## src/rtl/rob_commit.sv

```systemverilog
// rtl/rob_commit.sv - in-order reorder buffer and single-retire commit engine
// Flag storage and the flag-write port are built only when PJ_ROB_FLAG_COMMIT_EN is defined.
module rob_commit #(
    parameter int NUM_PHYS_REG = 128,
    parameter int NUM_FLAGS    = 4,
    parameter int NUM_FU       = 4,
    parameter int ROB_DEPTH    = 16
) (
    input  logic                                  clk_i,
    input  logic                                  reset_i,
    input  logic                                  disp_v_i,
    output logic                                  disp_ready_o,
    input  logic                                  disp_has_dest_i,
    input  logic [$clog2(NUM_PHYS_REG)-1:0]       disp_old_phys_i,
    input  logic [NUM_FLAGS-1:0]                  disp_flag_mask_i,
    output logic [$clog2(ROB_DEPTH)-1:0]          disp_tag_o,
    input  logic [NUM_FU-1:0]                     cmpl_v_i,
    input  logic [NUM_FU*$clog2(ROB_DEPTH)-1:0]   cmpl_tag_i,
    input  logic [NUM_FU*NUM_FLAGS-1:0]           cmpl_flags_i,
    input  logic                                  flush_i,
    output logic                                  rob_phys_valid_o,
    output logic [$clog2(NUM_PHYS_REG)-1:0]       rob_phys_reg_cl_o,
    output logic                                  rob_flag_valid_o,
    output logic [2*NUM_FLAGS-1:0]                rob_flag_o,
    output logic                                  commit_v_o,
    output logic [$clog2(ROB_DEPTH)-1:0]          commit_tag_o,
    output logic                                  empty_o
);
    localparam int TW = $clog2(ROB_DEPTH);
    localparam int PW = $clog2(NUM_PHYS_REG);

    logic [TW:0]                   head_q, head_d, tail_q, tail_d;
    logic [ROB_DEPTH-1:0]          valid_q, valid_d, done_q, done_d;
    logic [ROB_DEPTH-1:0]          has_dest_q, has_dest_d;
    logic [ROB_DEPTH-1:0][PW-1:0]  old_phys_q, old_phys_d;
`ifdef PJ_ROB_FLAG_COMMIT_EN
    logic [ROB_DEPTH-1:0][NUM_FLAGS-1:0] mask_q, mask_d, flags_q, flags_d;
    logic                          flag_valid_q;
    logic [2*NUM_FLAGS-1:0]        flag_q;
`else
    logic                          unused_flag_inputs;
`endif
    logic                          commit_v_q, phys_valid_q;
    logic [TW-1:0]                 commit_tag_q;
    logic [PW-1:0]                 phys_reg_q;

    logic [TW-1:0] head_idx, tail_idx;
    logic          full, disp_go, commit_go;

    assign head_idx  = head_q[TW-1:0];
    assign tail_idx  = tail_q[TW-1:0];
    assign full      = (head_idx == tail_idx) && (head_q[TW] != tail_q[TW]);
    assign disp_go   = disp_v_i && !full;
    assign commit_go = valid_q[head_idx] && done_q[head_idx];

    always_comb begin
        head_d     = head_q;
        tail_d     = tail_q;
        valid_d    = valid_q;
        done_d     = done_q;
        has_dest_d = has_dest_q;
        old_phys_d = old_phys_q;
`ifdef PJ_ROB_FLAG_COMMIT_EN
        mask_d     = mask_q;
        flags_d    = flags_q;
`endif
        // Walk FUs from highest to lowest so the lowest index writes last and wins a tag collision.
        for (int i = NUM_FU - 1; i >= 0; i--) begin
            if (cmpl_v_i[i] && valid_q[cmpl_tag_i[i*TW +: TW]]) begin
                done_d[cmpl_tag_i[i*TW +: TW]] = 1'b1;
`ifdef PJ_ROB_FLAG_COMMIT_EN
                flags_d[cmpl_tag_i[i*TW +: TW]] = cmpl_flags_i[i*NUM_FLAGS +: NUM_FLAGS];
`endif
            end
        end
        if (commit_go) begin
            valid_d[head_idx] = 1'b0;
            done_d[head_idx]  = 1'b0;
            head_d            = head_q + (TW+1)'(1);
        end
        if (disp_go) begin
            valid_d[tail_idx]    = 1'b1;
            done_d[tail_idx]     = 1'b0;
            has_dest_d[tail_idx] = disp_has_dest_i;
            old_phys_d[tail_idx] = disp_old_phys_i;
`ifdef PJ_ROB_FLAG_COMMIT_EN
            mask_d[tail_idx]     = disp_flag_mask_i;
`endif
            tail_d               = tail_q + (TW+1)'(1);
        end
    end

    always_ff @(posedge clk_i) begin
        if (reset_i || flush_i) begin
            head_q       <= '0;
            tail_q       <= '0;
            valid_q      <= '0;
            done_q       <= '0;
            commit_v_q   <= 1'b0;
            commit_tag_q <= '0;
            phys_valid_q <= 1'b0;
            phys_reg_q   <= '0;
`ifdef PJ_ROB_FLAG_COMMIT_EN
            flag_valid_q <= 1'b0;
            flag_q       <= '0;
`endif
        end else begin
            head_q       <= head_d;
            tail_q       <= tail_d;
            valid_q      <= valid_d;
            done_q       <= done_d;
            commit_v_q   <= commit_go;
            commit_tag_q <= commit_go ? head_idx : '0;
            phys_valid_q <= commit_go && has_dest_q[head_idx];
            phys_reg_q   <= (commit_go && has_dest_q[head_idx]) ? old_phys_q[head_idx] : '0;
`ifdef PJ_ROB_FLAG_COMMIT_EN
            flag_valid_q <= commit_go;
            flag_q       <= commit_go ? {mask_q[head_idx], flags_q[head_idx]} : '0;
`endif
        end
    end

    // Payload fields are only meaningful while valid is set, so they need no reset.
    always_ff @(posedge clk_i) begin
        has_dest_q <= has_dest_d;
        old_phys_q <= old_phys_d;
`ifdef PJ_ROB_FLAG_COMMIT_EN
        mask_q     <= mask_d;
        flags_q    <= flags_d;
`endif
    end

    assign disp_ready_o      = !full;
    assign disp_tag_o        = tail_idx;
    assign empty_o           = (head_q == tail_q);
    assign commit_v_o        = commit_v_q;
    assign commit_tag_o      = commit_tag_q;
    assign rob_phys_valid_o  = phys_valid_q;
    assign rob_phys_reg_cl_o = phys_reg_q;
`ifdef PJ_ROB_FLAG_COMMIT_EN
    assign rob_flag_valid_o  = flag_valid_q;
    assign rob_flag_o        = flag_q;
`else
    assign unused_flag_inputs = ^{cmpl_flags_i, disp_flag_mask_i};
    assign rob_flag_valid_o  = 1'b0;
    assign rob_flag_o        = '0;
`endif
endmodule

```

## config.mk

```make
export PLATFORM = sky130hd
export DESIGN_NAME = rob_commit
export DESIGN_NICKNAME = d
export VERILOG_FILES = /design/src/rtl/rob_commit.sv
export SDC_FILE = /design/constraint.sdc
export NUM_CORES = 1
export LEC_CHECK = 0
export BUFFER_PORTS_ARGS = -buffer_cell sky130_fd_sc_hd__buf_2
export CORE_ASPECT_RATIO = 2
export CORE_MARGIN = 4
export CORE_UTILIZATION = 25
export DETAILED_ROUTE_END_ITERATION = 8
export GPL_TIMING_DRIVEN = 0
export MAX_ROUTING_LAYER = met4
export PLACE_DENSITY = 0.43
export SYNTH_ARGS = -nofsm -noshare
export SYNTH_HDL_FRONTEND = slang
export SYNTH_SLANG_ARGS = --single-unit
```

## constraint.sdc

```tcl
create_clock -name clk_i -period 4.45 [get_ports clk_i]
set_input_delay 0.2225 -clock clk_i [delete_from_list [all_inputs] [get_ports clk_i]]
set_output_delay 0.2225 -clock clk_i [all_outputs]
set_load 0.03 [all_outputs]
```

# Word level (Yosys, flattened, before mapping)
# Index checks and enable logic that the tools add are counted.
# word_totals
ff_bits	183
inputBits	52
output_inout_bits	28
wordCells	112
# op_classes
add_sub_neg	2
order_cmp	12
n_eq_ne	3
muxes	40
bitwise_logic	12
n_reduce_logical	18
# op_table
op	n
16-bit 2-to-1 mux	8
112-bit bitwise mux	1
16-bit bitwise OR	5
16-bit bitwise AND	3
16-bit NOT	2
4-bit by 5-bit less-than comparator with 1-bit output, second input constant	6
1-bit binary-select mux with 4-bit select	7
7-bit binary-select mux with 4-bit select	1
7-bit demux with 4-bit select	1
1-bit demux with 4-bit select	6
4-bit by 1-bit >= comparator with 1-bit output, second input constant	6
16-bit bitwise mux	1
1-bit logical AND	14
7-bit 2-to-1 mux	2
1-bit 2-to-1 mux	13
5-bit by 1-bit adder with 5-bit output, second input constant	2
5-bit == test	1
4-bit == test	1
2-bit OR reduction	2
1-bit NOT	2
1-bit logical NOT	1
1-bit logical OR	1
1-bit inequality test	1

# Longest topological paths before layout
# Gate-level depths: netlist of the first run.
# logic_depth
ltp_word	16
depth_mapped	8
mapped_depth_nobuf	6

# Worst setup path before layout of the first run
# OpenSTA, ideal clock, no wires.
# synth_path
kind	register to register
from	reg tail_q[4]
to	reg has_dest_q[10] (enable)
setup_time_ns	0.370
t_arrival_ns	1.610
required_ns	4.080
slack_ns	2.470
stages_incl_launch_ff	6
path_buffers	1
synth_period_minus_slack_ns	1.980
cell_sequence	dfxtp_1 > xnor2_1 > o21a_1 > buf_2 > nand2_1 > nor2_1
# synth_via
elab_chain_cells	4
# synth_lines
element	line	text
start, declared	32	logic [TW:0] head_q, head_d, tail_q, tail_d;
start signal, assigned	109	tail_q <= tail_d;
1-bit inequality test	52	assign full = (head_idx == tail_idx) && (head_q[TW] != tail_q[TW]);
1-bit logical AND	52	
1-bit logical NOT	53	assign disp_go = disp_v_i && !full;
1-bit logical AND	53	
end signal, assigned	125	has_dest_q <= has_dest_d;
end, declared	34	logic [ROB_DEPTH-1:0] has_dest_q, has_dest_d;
# Every way passes these cells.
# A chain may end at the register's enable or synchronous reset.

# Worst setup path in the final report of the first run
# layout_path
from	reg head_q[3]
to	reg old_phys_q[68] (netlist name) (enable)
# layout_via
elab_chain_cells	4
# layout_lines
element	line	text
start, declared	32	
start signal, assigned	95	head_q <= '0;
start signal, assigned	108	head_q <= head_d;
4-bit == test	52	
1-bit logical AND	52	
1-bit logical NOT	53	
1-bit logical AND	53	
end signal, assigned	126	old_phys_q <= old_phys_d;
end, declared	35	logic [ROB_DEPTH-1:0][PW-1:0] old_phys_q, old_phys_d;
# Every way passes these cells.

==> flow_summary_export.csv, run 1 <==
group,metric,value,unit
synth,synth-async-reset-ratio,0,%
sta,rsz0062_at_grt,"false",
critical_path,r2r_slack,1470,ps
sta,skew,8.532,ps
critical_path,critPathBufInv,2,
placement,io_buffers,44,
power_and_ir_drop,power_density,356.0,mW/mm^2
sta,slew_violations,0,
cts,cts_max_level,4,
synth,syn_inst,608,
cts,hold_buffers,0,
critical_path,cp.depth,6,
critical_path,cp-start-kind,"flop",
critical_path,cpPeakStageDelay,1050,ps
grt,antenna_found_initial,1,
layout,drive_gt1_share,24.86,%
power_and_ir_drop,power_switching_share,22.03,%
critical_path,cpMaxStageDelayCell,"nor2_1",
critical_path,r2r-end,"old_phys_q[68]",
routing,drt_first_pass_iters,4,
layout,multi_input_area,0.003229,mm^2
sta,hold_viol,0,
die,dieArea,0.03725,mm^2
run_status,status,"finished, final reports clean",
cts,postCtsSetupBuffers,0,
power_and_ir_drop,power.leakage,3.331,nW
sta,setup-violations-final,0,
critical_path,cp_cell_sequence,"buf_2 > xnor2_1 > nand4_1 > buf_2 > o211ai_1 > nor2_1",
cts,insertion_delay,440,ps
cts,clk_pin_slew,70,ps
synth,synthAdderAreaFrac,1.176,%
cts,cts_made_buffers,17,
layout,regArea,0.004945,mm^2
power_and_ir_drop,internal-power,0.002750,W
synth,synth_top_family_by_area,"multiplexers",
routing,route.detailed.drc,0,
routing,drtIter0Drc,362,
cts,cts_sinks,183,
routing,wl,27790,um
power_and_ir_drop,pwr-share-clk,43.6,%
sta,worst_slew_pin_slew,1324,ps
die,ioPinCount,80,
critical_path,endpoint_kind,"flop",
layout,final_nets,739,
synth,ys_top_cells_by_area,"edfxtp_1 (45%), dfxtp_1 (13%), mux4_2 (13%), nand4_1 (1.5%), buf_4 (1.3%)",
synth,synth_common_cells,"edfxtp_1 (128), dfxtp_1 (55), mux4_2 (48)",
synth,synth_seq_area_share,58.07,%
synth,yosysWarnings,0,
sta,fin_crit_sh,67.03,%
critical_path,critPathMaxFanout,10,
power_and_ir_drop,pwr-share-comb,4.5,%
die,die_height,269.0,um
synth,synthesis.area,0.008514,mm^2
synth,synth_edf_count,128,
cts,cts_resized,0,
critical_path,endpoint,"old_phys_q[68]",
synth,synth_top_area_share,45.14,%
grt,grt_pass1_wl,41060,um
grt,grt_use_total,15.70,%
die,rows,95,
synth,synth_compound_area_share,8.215,%
critical_path,rr_startpoint,"head_q[3]",
power_and_ir_drop,vdd_drop_max,275.7,uV
synth,synth-seq-cells,183,
power_and_ir_drop,power_frac_seq,51.9,%
cts,clockBufferDepth,2,
critical_path,worst_ep_required_time,4500,ps
die,core_area,0.03364,mm^2
die,start_util,25.31,%
sta,relSlewSlack,11.38,%
layout,nFillCells,3448,
critical_path,worst-r2r-cell-count,6,
placement,dp_hpwl,20840,um
critical_path,crit_type,"reg2reg",
synth,synth_area_per_cell,14.00,um^2
sta,worst_hold_slack,157.6,ps
synth,synthSimpleGateAreaFrac,12.15,%
sta,max_freq,335.3,MHz
synth,yosysTopAreaCell,"edfxtp_1",
synth,synth.distinct_cells,68,
sta,timing.setup.tns,0,ps
synth,yosysMostFrequentCell,"edfxtp_1",
synth,synth-xor-area-share,1.132,%
worst_hold_path,worst_hold_path.num_cells,1,
die,dieWidth,138.5,um
routing,wl_per_cell,24.61,um
sta,period_minus_slack,2983,ps
worst_hold_path,min_from,"disp_old_phys_i[6]",
critical_path,cp_top_family,"simple AND/OR/NAND/NOR gates",
worst_hold_path,hp-class,"in2reg",
critical_path,cp.arrival,3030,ps
layout,syn2layout_area_growth,16.38,%
critical_path,cpMostUsedCell,"buf_2",
placement,place.gp.congestion,0.9199,
cts,cts_tree,"done",
power_and_ir_drop,power_switching,0.0007773,W
job,cap_viol_max_count,0,
synth,muxShareOfSynthArea,14.83,%
grt,grt_max_degree,17,
critical_path,crit_start,"head_q[3]",
grt,grt_pass1_vias,6055,
routing,vias_per_cell,4.988,
grt,overflow,0,
cts,cts-root-buf,"clkbuf_16",
synth,ys.flop_type,"edfxtp_1",
routing,ant_nets,0,
routing,via_count,5632,
## power groups by stage
stage	clock [W]	combinational (W)	sequential, W
after floorplan	0	0.0000858	0.00187
after global placement	0	0.000156	0.00187
after detailed placement	0	0.000157	0.00187
after CTS	0.00158	0.000157	0.00183
after global routing	0.00164	0.000169	0.00183
final	0.00154	0.000157	0.00183
## worst min path at each step
stage	to	slack, ps
4_1_cts	old_phys_q[70]	130
2_1_floorplan	has_dest_q[0]	320
6_report	old_phys_q[69]	160
5_1_grt	old_phys_q[70]	140
3_5_place_dp	valid_q[11]	540
3_3_place_gp	valid_q[11]	520
## per-layer routing
metal	vias to the layer above	routed length (um)	GRT usage (%)
li1	2543	-	-
met1	2851	9402	14.31
met2	180	16160	30.82
met5	-	0	-
met3	58	831	2.502
met4	0	1391	8.313
## worst reg2reg max path: stages, from the launching register on
cell and delay (ps):
dfxtp_1 470, buf_2 410, xnor2_1 110, nand4_1 120, buf_2 220, o211ai_1 190, nor2_1 1050
## state kept, by name, indices dropped and copies added (netlist names)
register           count
rob_phys_valid_o       1
has_dest_q            16
commit_v_o             1
rob_phys_reg_cl_o      7
done_q                16
tail_q                 5
old_phys_q           112
valid_q               16
commit_tag_o           4
head_q                 5
## placed cells by master, fill, tap and decap left out, types with 12 or more instances in the layout
| master | n |
|---|---|
| a31oi_1 | 13 |
| buf_2 | 54 |
| buf_4 | 15 |
| clkbuf_1 | 18 |
| clkbuf_16 | 17 |
| dfxtp_1 | 55 |
| edfxtp_1 | 128 |
| inv_1 | 23 |
| mux4_2 | 48 |
| nand2_1 | 25 |
| nand3_1 | 15 |
| nand4_1 | 20 |
| nor2_1 | 28 |
| nor2b_1 | 12 |
| o21ai_0 | 12 |
## metrics by stage
step	total power (W)	utilization, %	instance area [um^2]	worst slack, ps	instances
after global routing	0.003643	29.46	9910	1274	1129
final	0.003528	29.46	9910	1467	1129
after CTS	0.003564	29.45	9907	1401	1128
after floorplan	0.001953	-	8544	2470	616
after global placement	0.002025	27.68	9310	1312	1096
after detailed placement	0.002026	27.68	9313	1432	1096
## area by class of cell
type                            instances  area share (%)
Sequential cell                       183           49.90
Multi-Input combinational cell        360           32.59
Tap cell                              436           5.505
Clock buffer                           22           4.785
Buffer                                 47           2.778
Timing Repair Buffer                   44           2.222
Clock inverter                         10           1.212
Inverter                               26          0.9848
Antenna cell                            1         0.02525
## cells by family (layout without fill, tap and decap cells)
logic type,after synthesis,count (layout)
XOR/XNOR,11,11
other,1,10
multiplexers,62,62
AO/OA/AOI/OAI,92,92
buffers and inverters,73,149
adder cells (fa/ha/maj),8,8
flip-flops,183,183
AND/OR/NAND/NOR,178,178
Power figures use the tool's default switching activity.
==> run 2: changes to the inputs <==
Clock period 4.45 ns to 3 ns, I/O delays scaled along.
==> run 2 against run 1 <==
  * Non-clock buffer count did not move
  * Register-to-register slack got worse by 1300 ps
  * Count of clock-buffer cells in the layout did not move
==> flow_summary_export.csv, run 2 (synthesis results as in run 1) <==
group,metric,value,unit
critical_path,cpPeakStageDelay,640,ps
sta,rsz0062_at_grt,"false",
critical_path,crit_type,"reg2reg",
routing,met3_length,909,um
critical_path,worst_ep_required_time,3080,ps
layout,drive_gt1_share,25.72,%
routing,route.detailed.drc,0,
critical_path,cpMaxStageDelayCell,"o2111ai_1",
sta,worst_slack,156.6,ps
routing,drtIter0Drc,309,
power_and_ir_drop,power_density,526.7,mW/mm^2
routing,met1_length,9287,um
grt,grt_max_degree,17,
routing,routed-wl-met2,16210,um
layout,nFillCells,3449,
power_and_ir_drop,power.leakage,3.328,nW
run_status,status,"finished, final reports clean",
routing,routed.top_layer,"met4",
job,cap_viol_max_count,0,
sta,setup-violations-final,0,
cts,insertion_delay,440,ps
layout,final_nets,739,
grt,overflow,0,
sta,hold_viol,0,
critical_path,cp_cell_sequence,"buf_2 > xnor2_1 > nand4_1 > buf_2 > o2111ai_1 > inv_1",
critical_path,endpoint_kind,"flop",
cts,cts_sinks,183,
die,ioPinCount,80,
routing,wl_per_cell,24.65,um
worst_hold_path,hp-class,"in2reg",
cts,cts-root-buf,"clkbuf_16",
cts,clk_pin_slew,70,ps
layout,largest_register,"old_phys_q",
layout,design_area,0.009926,mm^2
critical_path,cpMostUsedCell,"buf_2",
sta,fin_crit_sh,94.78,%
layout,syn2layout_area_growth,16.58,%
placement,dpl_worst_slack,-17.85,ps
cts,cts_made_buffers,17,
cts,clockBufferDepth,2,
sta,relSlewSlack,37.67,%
sta,timing.setup.tns,0,ps
sta,max_freq,351.7,MHz
grt,grt_pass1_wl,41060,um
routing,drt_first_pass_iters,5,
sta,worst_slew_pin_slew,935.0,ps
layout,final_cell_mix,"edfxtp_1 (128), dfxtp_1 (55), buf_2 (54)",
critical_path,cp-start-kind,"flop",
die,core_area,0.03364,mm^2
critical_path,critPathBufInv,3,
sta,slew_violations,0,
placement,place.gp.congestion,0.9199,
die,rows,95,
layout,regArea,0.004945,mm^2
cts,cts_tree,"done",
routing,ant_nets,0,
sta,period_minus_slack,2843,ps
grt,antenna_found_initial,1,
die,die_height,269.0,um
layout,layout_commonest_cell,"edfxtp_1",
power_and_ir_drop,vdd_drop_max,410.5,uV
placement,dp_hpwl,20840,um
die,start_util,25.31,%
critical_path,critPathMaxFanout,10,
sta,skew,9.274,ps
routing,vias_per_cell,5.022,
placement,placedInstanceArea,0.009313,mm^2
routing,wl,27830,um
die,dieArea,0.03725,mm^2
placement,io_buffers,44,
grt,grt_use_total,15.70,%
critical_path,cp.arrival,2920,ps
critical_path,cp_top_family,"buffers and inverters",
cts,cts_max_level,4,
layout,multi_input_area,0.003246,mm^2
layout,largest_reg_flops,112,
grt,grt_pass1_vias,6055,
die,dieWidth,138.5,um
routing,via_count,5670,
-- run 2: timing repair --
| action | in CTS | in global routing |
|---|---|---|
| hold buffers | 0 | 0 |
| gates resized for setup | 1 | 5 |
| pin swaps | 0 | 0 |
| buffers inserted | 0 | 0 |
| setup endpoints to repair | 15 | 34 |
-- run 2: cell type report --
cell class	count	share of cell area, %
inverter	26	0.9832
clock buffer	22	4.778
multi-input combinational	360	32.70
timing repair buffer	44	2.219
sequential	183	49.82
buffer	47	2.773
clock inverter	10	1.210
tap	436	5.496
antenna	1	0.02521
-- run 2: metal layers --
metal  vias up  track usage (%)
li1       2540                -
met1      2874            14.31
met2       195            30.82
met3        61            2.502
met4         0            8.313
met5         -                -
-- run 2: report_power, final --
group / internal [W] / switching (W)
clock network: 0.00130 / 0.000978
registers: 0.00271 / 0.00000698
logic: 0.0000706 / 0.000163
-- run 2: path summary, 6_finish.rpt --
kind	startpoint	endpoint	slack, ps	depth (start not counted)
worst min register to register	done_q[13]	done_q[13]	560	2
worst max-delay path	head_q[3]	old_phys_q[46]	160	6
worst min-delay path	disp_old_phys_i[0]	old_phys_q[70]	90	1
worst max register to register	head_q[3]	old_phys_q[46]	160	6
-- run 2: stage by stage --
step                util, %  instances  hold slack [ps]  total power [W]
global placement      27.68       1096            521.9         0.003004
floorplan                 -        616            248.9         0.002898
CTS                   29.46       1128            61.46         0.005287
global route          29.51       1129            71.58         0.005404
detailed placement    27.68       1096            543.4         0.003005
finish                29.51       1129            90.32         0.005228
